`config.mk`:
```
export PLATFORM = sky130hd
export DESIGN_NAME = merge_two_sorted
export DESIGN_NICKNAME = d
export VERILOG_FILES = /design/src/rtl/merge_two_sorted.sv
export SDC_FILE = /design/constraint.sdc
export NUM_CORES = 1
export LEC_CHECK = 0
export CAP_MARGIN = 15
export CORE_UTILIZATION = 46
export DETAILED_ROUTE_END_ITERATION = 8
export PLACE_DENSITY = 0.79
export SYNTH_ARGS = -nofsm -noshare
export SYNTH_HDL_FRONTEND = slang
export SYNTH_SLANG_ARGS = --single-unit
```
`constraint.sdc`:
```
create_clock -name clk -period 3.21 [get_ports clk]
set_input_delay 0.321 -clock clk [delete_from_list [all_inputs] [get_ports clk]]
set_output_delay 0.321 -clock clk [all_outputs]
set_load 0.01 [all_outputs]
```
`src/rtl/merge_two_sorted.sv`:
```
// Streaming two-way merger: combines two ascending-sorted packet streams into one
// ascending packet per input pair, with a sticky flag for out-of-order data.
module merge_two_sorted #(
  parameter int WIDTH = 4
) (
  input  logic             clk,
  input  logic             rst_n,
  input  logic             a_valid,
  output logic             a_ready,
  input  logic [WIDTH-1:0] a_data,
  input  logic             a_last,
  input  logic             b_valid,
  output logic             b_ready,
  input  logic [WIDTH-1:0] b_data,
  input  logic             b_last,
  output logic             out_valid,
  input  logic             out_ready,
  output logic [WIDTH-1:0] out_data,
  output logic             out_last,
  output logic             sort_err
);

  typedef enum logic [1:0] {
    MERGE   = 2'd0,
    DRAIN_A = 2'd1,
    DRAIN_B = 2'd2
  } state_t;

  state_t           state;
  logic             load_en;
  logic             take_a;
  logic             take_b;
  logic             load;
  logic [WIDTH-1:0] ld_data;
  logic             ld_last;
  logic [WIDTH-1:0] prev_data;
  logic             prev_valid;

  // Selection stage: decide which input (if any) moves into the output register
  always_comb begin
    take_a  = 1'b0;
    take_b  = 1'b0;
    load_en = !out_valid || out_ready;
    if (rst_n && load_en) begin
      case (state)
        MERGE: begin
          if (a_valid && b_valid) begin
            if (a_data <= b_data) take_a = 1'b1;
            else                  take_b = 1'b1;
          end
        end
        DRAIN_A: take_a = a_valid;
        DRAIN_B: take_b = b_valid;
        default: begin
          take_a = 1'b0;
          take_b = 1'b0;
        end
      endcase
    end
  end

  assign a_ready = take_a;
  assign b_ready = take_b;
  assign load    = take_a || take_b;
  assign ld_data = take_a ? a_data : b_data;
  // Only the drain states close a merged packet
  assign ld_last = ((state == DRAIN_A) && take_a && a_last) ||
                   ((state == DRAIN_B) && take_b && b_last);

  // Output register stage
  always_ff @(posedge clk or negedge rst_n) begin
    if (!rst_n) begin
      state      <= MERGE;
      out_valid  <= 1'b0;
      out_data   <= '0;
      out_last   <= 1'b0;
      sort_err   <= 1'b0;
      prev_valid <= 1'b0;
    end else begin
      if (load) begin
        out_valid  <= 1'b1;
        out_data   <= ld_data;
        out_last   <= ld_last;
        prev_valid <= !ld_last;
        if (prev_valid && (ld_data < prev_data)) sort_err <= 1'b1;
        case (state)
          MERGE: begin
            if (take_a && a_last)      state <= DRAIN_B;
            else if (take_b && b_last) state <= DRAIN_A;
          end
          DRAIN_A: if (a_last) state <= MERGE;
          DRAIN_B: if (b_last) state <= MERGE;
          default: state <= MERGE;
        endcase
      end else if (out_ready) begin
        out_valid <= 1'b0;
      end
    end
  end

  // prev_data is only meaningful while prev_valid is set, so it needs no reset
  always_ff @(posedge clk) begin
    if (load) prev_data <= ld_data;
  end

endmodule

```
==> results of run 1 <==
==> final cells by class <==
class | count | area, sq um
Tap cell | 25 | 31.3
Inverter | 15 | 58.8
Sequential cell | 14 | 370
Clock buffer | 4 | 26.3
Multi-Input combinational cell | 50 | 442
Fill cell | 141 | 564
Timing Repair Buffer | 26 | 253
==> per-layer routing <==
layer	share of wire [%]	track usage (%)	up-vias
met5	0	0	-
met4	1.5	9.09	0
met3	4.1	3.57	4
met2	44	31.7	16
met1	50	28.1	332
li1	-	-	344
==> power by group through the flow <==
stage,Sequential [mW],Combinational (mW),Clock (mW)
final,0.291,0.359,0.101
after detailed placement,0.295,0.359,0
after global placement,0.290,0.354,0
after floorplan,0.305,0.194,0
after CTS,0.291,0.361,0.105
after global routing,0.300,0.394,0.115
==> state kept, by name, indices dropped and copies added, names as in the netlist <==
register    flops
out_data        4
sort_err        1
state           2
out_valid       1
prev_data       4
prev_valid      1
out_last        1
==> kinds of logic after synthesis <==
group,Yosys count,synth area share [%]
muxes,9,13.2
and+or+nand+nor,17,10.9
AOI/OAI and AO/OA,17,16.5
adders and majority gates,7,10.1
buffers and inverters,15,6.75
DFF,14,42.5
==> placed cells by master, fill, tap and decap left out, types with 2 or more instances in the layout <==
cell	n
a21oi_1	4
buf_4	3
clkbuf_4	3
clkdlybuf4s50_1	23
dfrtp_1	10
edfxtp_1	4
ha_1	7
inv_1	14
mux2_2	4
mux2_4	4
nand2_1	4
nand2b_1	2
nor2_1	4
o211ai_1	2
o21ai_0	3
==> worst max path at each step <==
stage	start	to	slack (ns)	cells past startpoint
2_1_floorplan	b_data[3]	sort_err	0.58	12
3_3_place_gp	b_data[3]	sort_err	0.12	14
3_5_place_dp	b_data[3]	sort_err	0.08	14
4_1_cts	b_data[1]	b_ready	0.21	9
5_1_grt	b_data[1]	b_ready	0.12	9
6_report	b_data[1]	b_ready	0.22	9
==> worst max-delay path, stage by stage <==
cell and delay, ns:
clkdlybuf4s50_1 0.48, inv_1 0.05, ha_1 0.28, nor2b_1 0.13, o211ai_1 0.16, a2111oi_2 0.50
nor2_1 0.14, inv_1 0.08, clkdlybuf4s50_1 0.52
==> impl_metrics.py, run 1 <==
metrics = {
    "pwr": {
        "combPwrFrac_pct": 47.8,
        "total_power_mw": 0.751,
        "p_clk_share_pct": 13.5,
        "p_switching_mw": 0.243,
        "irDropWorstVdd_mv": 0.361,
        "power_density_nw_per_um2": 636,
        "power.leakage_nw": 0.548,
        "p_seq_share_pct": 38.8,
        "swShare_pct": 32.4,
        "intPower_mw": 0.507,
    },
    "yosys": {
        "synth_cell_type_count": 29,
        "synthTopCellsByCount": "inv_1 (14), dfrtp_1 (10), ha_1 (7)",
        "synth_top_area_share_pct": 28.7,
        "ys.flop_type": "dfrtp_1",
        "syn_nets": 101,
        "synth_top_area_cell": "dfrtp_1",
        "syn_avg_cell_area_sq_um": 11.0,
        "synth_most_common_cell": "inv_1",
        "async_flop_share_pct": 71.4,
        "yosysWarnings": 0,
        "syn_inst": 79,
        "synth_edf_count": 4,
        "syn_area_sq_um": 871,
        "synth-seq-cells": 14,
        "synth.top_cells.by_area": "dfrtp_1 (29%), edfxtp_1 (14%), ha_1 (10%)",
        "yosysSeqAreaShare_pct": 42.5,
    },
    "place": {
        "post-place-cells": 130,
        "port_buffers": 23,
        "dpl_cell_area_sq_um": 1150,
        "place_ws_ns": 0.0812,
        "dp_hpwl_microns": 1400,
        "gp_congestion": 0.904,
    },
    "critical_path": {
        "cp_max_fo": 2,
        "reg2reg_depth": 10,
        "crit_path_end_kind": "output port",
        "startpoint_type": "primary input",
        "required_ns": 2.89,
        "r2r_start": "state[0]",
        "path_class": "in2out",
        "critPathArrivalTime_ns": 2.67,
        "reg2reg_to": "sort_err",
        "ff2ff_setup_slack_ns": 0.95,
    },
    "sta": {
        "hold_ws_ns": 0.275,
        "fin_ws_ns": 0.222,
        "rsz0062_at_grt": "no",
        "period_share_pct": 93.1,
        "fmax_ghz": 0.335,
        "finalHoldViolCount": 0,
        "setup_tns_ns": 0,
        "timing.slew.headroom_pct": 67.6,
        "period_minus_slack_ns": 2.99,
        "worst_slew_pin_slew_ns": 0.486,
        "finalSetupViolCount": 0,
        "fin_worst_skew_ns": 0.00702,
        "final-max-slew-violation-count": 0,
    },
    "global_routing": {
        "antenna_found_initial": 0,
        "grt-ovfl-total": 0,
        "grt_pass1_wl_microns": 2970,
        "grtUsageTotal_pct": 20.6,
        "grt_max_degree": 11,
        "grt_pass1_vias": 695,
    },
    "flow_run": {
        "max_cap_viol_count": 0,
    },
    "detailed_routing": {
        "first_pass_iters": 2,
        "drt_iter0_drc": 1,
        "drc": 0,
        "drt-wirelength-per-cell_microns": 13.1,
        "num_vias": 696,
        "drtAntennaViolNets": 0,
        "drt-total-wl_microns": 1760,
        "viasPerCell": 5.19,
    },
    "finish": {
        "drive_gt1_share_pct": 18.3,
        "fin_area_sq_um": 1180,
        "fin_cells": 134,
        "area_delta_synth_final_pct": 35.6,
        "fin_nets": 132,
        "diodes": 0,
        "finish.utilization_pct": 67.7,
    },
    "clock_tree": {
        "post_cts_buffers": 0,
        "cts-root-buf": "clkbuf_4",
        "cts.sinks": 14,
        "postCtsHoldBufs": 0,
        "cts_resized": 0,
        "clk_path_buf_depth": 2,
        "numCtsBuffers": 3,
        "clk_pin_slew_ns": 0.07,
        "htreeDepth": 1,
        "clk_latency_ns": 0.27,
        "tritoncts": "yes",
    },
    "status": {
        "status": "finished, final reports clean",
    },
    "hold_path": {
        "hp-class": "in2async",
    },
    "floorplanning": {
        "rows": 15,
        "dieArea_sq_um": 2070,
        "start_util_pct": 49.9,
        "io_pins": 24,
        "die_h_microns": 45.5,
        "die_x_microns": 45.5,
        "core_area_sq_um": 1750,
    },
}
No activity file was read; power rests on OpenSTA's default activity.
==> inputs of run 2 (changes only) <==
--- a/config.mk
+++ b/config.mk
@@ -5,10 +5,12 @@
 export SDC_FILE = /design/constraint.sdc
 export NUM_CORES = 1
 export LEC_CHECK = 0
+export ABC_AREA = 1
 export CAP_MARGIN = 15
-export CORE_UTILIZATION = 46
+export CORE_UTILIZATION = 47
 export DETAILED_ROUTE_END_ITERATION = 8
-export PLACE_DENSITY = 0.79
+export MAX_ROUTING_LAYER = met4
+export PLACE_DENSITY = 0.8
 export SYNTH_ARGS = -nofsm -noshare
 export SYNTH_HDL_FRONTEND = slang
 export SYNTH_SLANG_ARGS = --single-unit
==> constraint.sdc (replaced) <==
create_clock -name clk -period 3.21 [get_ports clk]
set_input_delay 0.321 -clock clk [delete_from_list [all_inputs] [get_ports clk]]
set_output_delay 0.321 -clock clk [all_outputs]
set_load 0.02 [all_outputs]
==> run 2 against run 1 <==
  * Clock power hardly changed
  * Critical path type unchanged
  * Combinational power is 8.4% higher
  * Critical path depth is 3 higher
  * Hold slack better by 0.040 ns
  * First-iteration DRC count grew to 9.0 times the previous value
  * Cell count is 21% higher
  * Utilization is 0.34 points higher
  * Via count is 7.3% higher
  * Sequential power is 4% lower
  * Flip-flop and latch count stayed put
  * Die area is 1.6% higher
==> impl_metrics.py, run 2 <==
metrics = {
    "status": {
        "status": "finished, final reports clean",
    },
    "detailed_routing": {
        "drt-total-wl_microns": 1680,
        "first_pass_iters": 3,
        "num_vias": 747,
        "drt-wirelength-per-cell_microns": 10.4,
        "viasPerCell": 4.61,
        "drt_iter0_drc": 9,
        "drc": 0,
        "drtAntennaViolNets": 0,
    },
    "critical_path": {
        "crit_path_start": "b_data[3]",
        "startpoint_type": "primary input",
        "r2r_start": "state[0]",
        "required_ns": 2.89,
        "critPathArrivalTime_ns": 2.38,
        "cp_max_fo": 4,
        "path_class": "in2out",
        "crit_path_end_kind": "output port",
    },
    "clock_tree": {
        "tritoncts": "yes",
        "htreeDepth": 1,
        "cts-root-buf": "clkbuf_4",
        "numCtsBuffers": 3,
        "cts.sinks": 14,
        "clk_path_buf_depth": 2,
        "clk_latency_ns": 0.28,
        "postCtsHoldBufs": 0,
        "cts_resized": 0,
        "post_cts_buffers": 0,
        "clk_pin_slew_ns": 0.08,
    },
    "finish": {
        "drive_gt1_share_pct": 24.1,
        "largestRegisters": "out_data x4, prev_data x4, state x2",
        "diodes": 0,
        "fin_area_sq_um": 1200,
        "final_common_cell": "nand2_1",
        "final_cell_mix": "nand2_1 (28), clkdlybuf4s50_1 (23), inv_1 (14), dfrtp_1 (10)",
        "area_delta_synth_final_pct": 32.6,
        "fin_nets": 160,
    },
    "global_routing": {
        "grtUsageTotal_pct": 19.9,
        "grt_pass1_vias": 704,
        "grt_max_degree": 12,
        "antenna_found_initial": 0,
        "grt_pass1_wl_microns": 2740,
        "grt-ovfl-total": 0,
    },
    "sta": {
        "finalSetupViolCount": 0,
        "hold_ws_ns": 0.315,
        "finalHoldViolCount": 0,
        "final-max-slew-violation-count": 0,
        "timing.slew.headroom_pct": 85.6,
        "setup_tns_ns": 0,
        "worst_slew_pin_slew_ns": 0.214,
        "rsz0062_at_grt": "no",
        "period_minus_slack_ns": 2.70,
        "period_share_pct": 84.2,
        "fin_worst_skew_ns": 0.00820,
        "fmax_ghz": 0.370,
    },
    "yosys": {
        "synthTopCellsByCount": "nand2_1 (28), inv_1 (14), dfrtp_1 (10)",
        "synth_most_common_cell": "nand2_1",
        "synth_top_area_share_pct": 27.7,
        "synth_cell_type_count": 23,
        "synth_top_area_cell": "dfrtp_1",
        "synth.top_cells.by_area": "dfrtp_1 (28%), edfxtp_1 (13%), nand2_1 (12%)",
        "syn_avg_cell_area_sq_um": 8.30,
        "syn_area_sq_um": 905,
        "ys.flop_type": "dfrtp_1",
        "synth_edf_count": 4,
        "syn_inst": 109,
        "yosysWarnings": 0,
        "yosysSeqAreaShare_pct": 40.9,
        "async_flop_share_pct": 71.4,
        "synth-seq-cells": 14,
        "syn_nets": 131,
    },
    "place": {
        "port_buffers": 23,
        "gp_congestion": 0.799,
        "dpl_cell_area_sq_um": 1170,
        "dp_hpwl_microns": 1400,
    },
    "floorplanning": {
        "start_util_pct": 51.3,
        "die_h_microns": 45.9,
        "io_pins": 24,
        "core_area_sq_um": 1760,
        "rows": 15,
        "die_x_microns": 45.9,
        "dieArea_sq_um": 2100,
    },
    "pwr": {
        "irDropWorstVdd_mv": 0.502,
        "power.leakage_nw": 0.607,
        "power_density_nw_per_um2": 641,
    },
    "hold_path": {
        "hp-class": "in2async",
    },
    "flow_run": {
        "max_cap_viol_count": 0,
    },
}
run 2: worst max-delay path, stage by stage:
cell             delay (ns)
clkdlybuf4s50_1        0.46
inv_1                  0.06
ha_1                   0.29
nand2_1                0.06
inv_2                  0.05
nand2_1                0.04
nand2_1                0.05
nand2_1                0.07
o22ai_1                0.14
nand3_2                0.16
inv_1                  0.09
clkdlybuf4s50_1        0.60
run 2: cells by family (layout without fill, tap and decap cells):
kind of cell	Yosys count	count (layout)	synth area share (%)
buf+inv	24	52	10.9
fa+ha+maj	7	7	9.68
flops	14	14	40.9
compound gates	12	12	9.13
simple gates	52	52	29.3
run 2: per-stage QoR:
stage / power (mW) / setup slack [ns] / instances / utilization (%)
final: 0.769 / 0.508 / 162 / 68.0
after floorplan: 0.533 / 1.22 / 109 / -
after global routing: 0.829 / 0.316 / 162 / 68.0
after global placement: 0.667 / 0.537 / 158 / 66.5
after detailed placement: 0.677 / 0.498 / 158 / 66.5
after CTS: 0.781 / 0.498 / 162 / 68.0
run 2: area by class of cell:
| cell class | instances | area, sq um |
|---|---|---|
| flip-flops and latches | 14 | 370 |
| inverters | 24 | 98.8 |
| clock inverters | 1 | 3.75 |
| fillers | 168 | 564 |
| well taps | 25 | 31.3 |
| multi-input cells | 71 | 435 |
| clock buffers | 3 | 22.5 |
| repair buffers | 24 | 238 |
run 2: per-layer routing:
metal	track usage (%)	vias to the layer above	share of wire, %
met1	21.2	326	42
met5	-	-	0
met4	7.06	0	1.4
met3	7.14	5	4.3
li1	-	403	-
met2	33.5	13	52
run 2: power by group:
group | switching, mW | internal [mW] | leakage (nW) | total, mW
clock | 0.0544 | 0.0452 | 0.0154 | 0.0995
sequential | 0.0318 | 0.248 | 0.156 | 0.280
combinational | 0.226 | 0.163 | 0.435 | 0.389
run 2: final timing paths:
check / to / slack (ns) / depth (start not counted)
max in group asynchronous: state[0] / 2.74 / 2
worst min-delay path: sort_err / 0.32 / 2
worst min register to register: sort_err / 0.46 / 2
worst max register to register: sort_err / 1.32 / 17
worst max-delay path: b_ready / 0.51 / 12
min in group clk: sort_err / 0.46 / 2
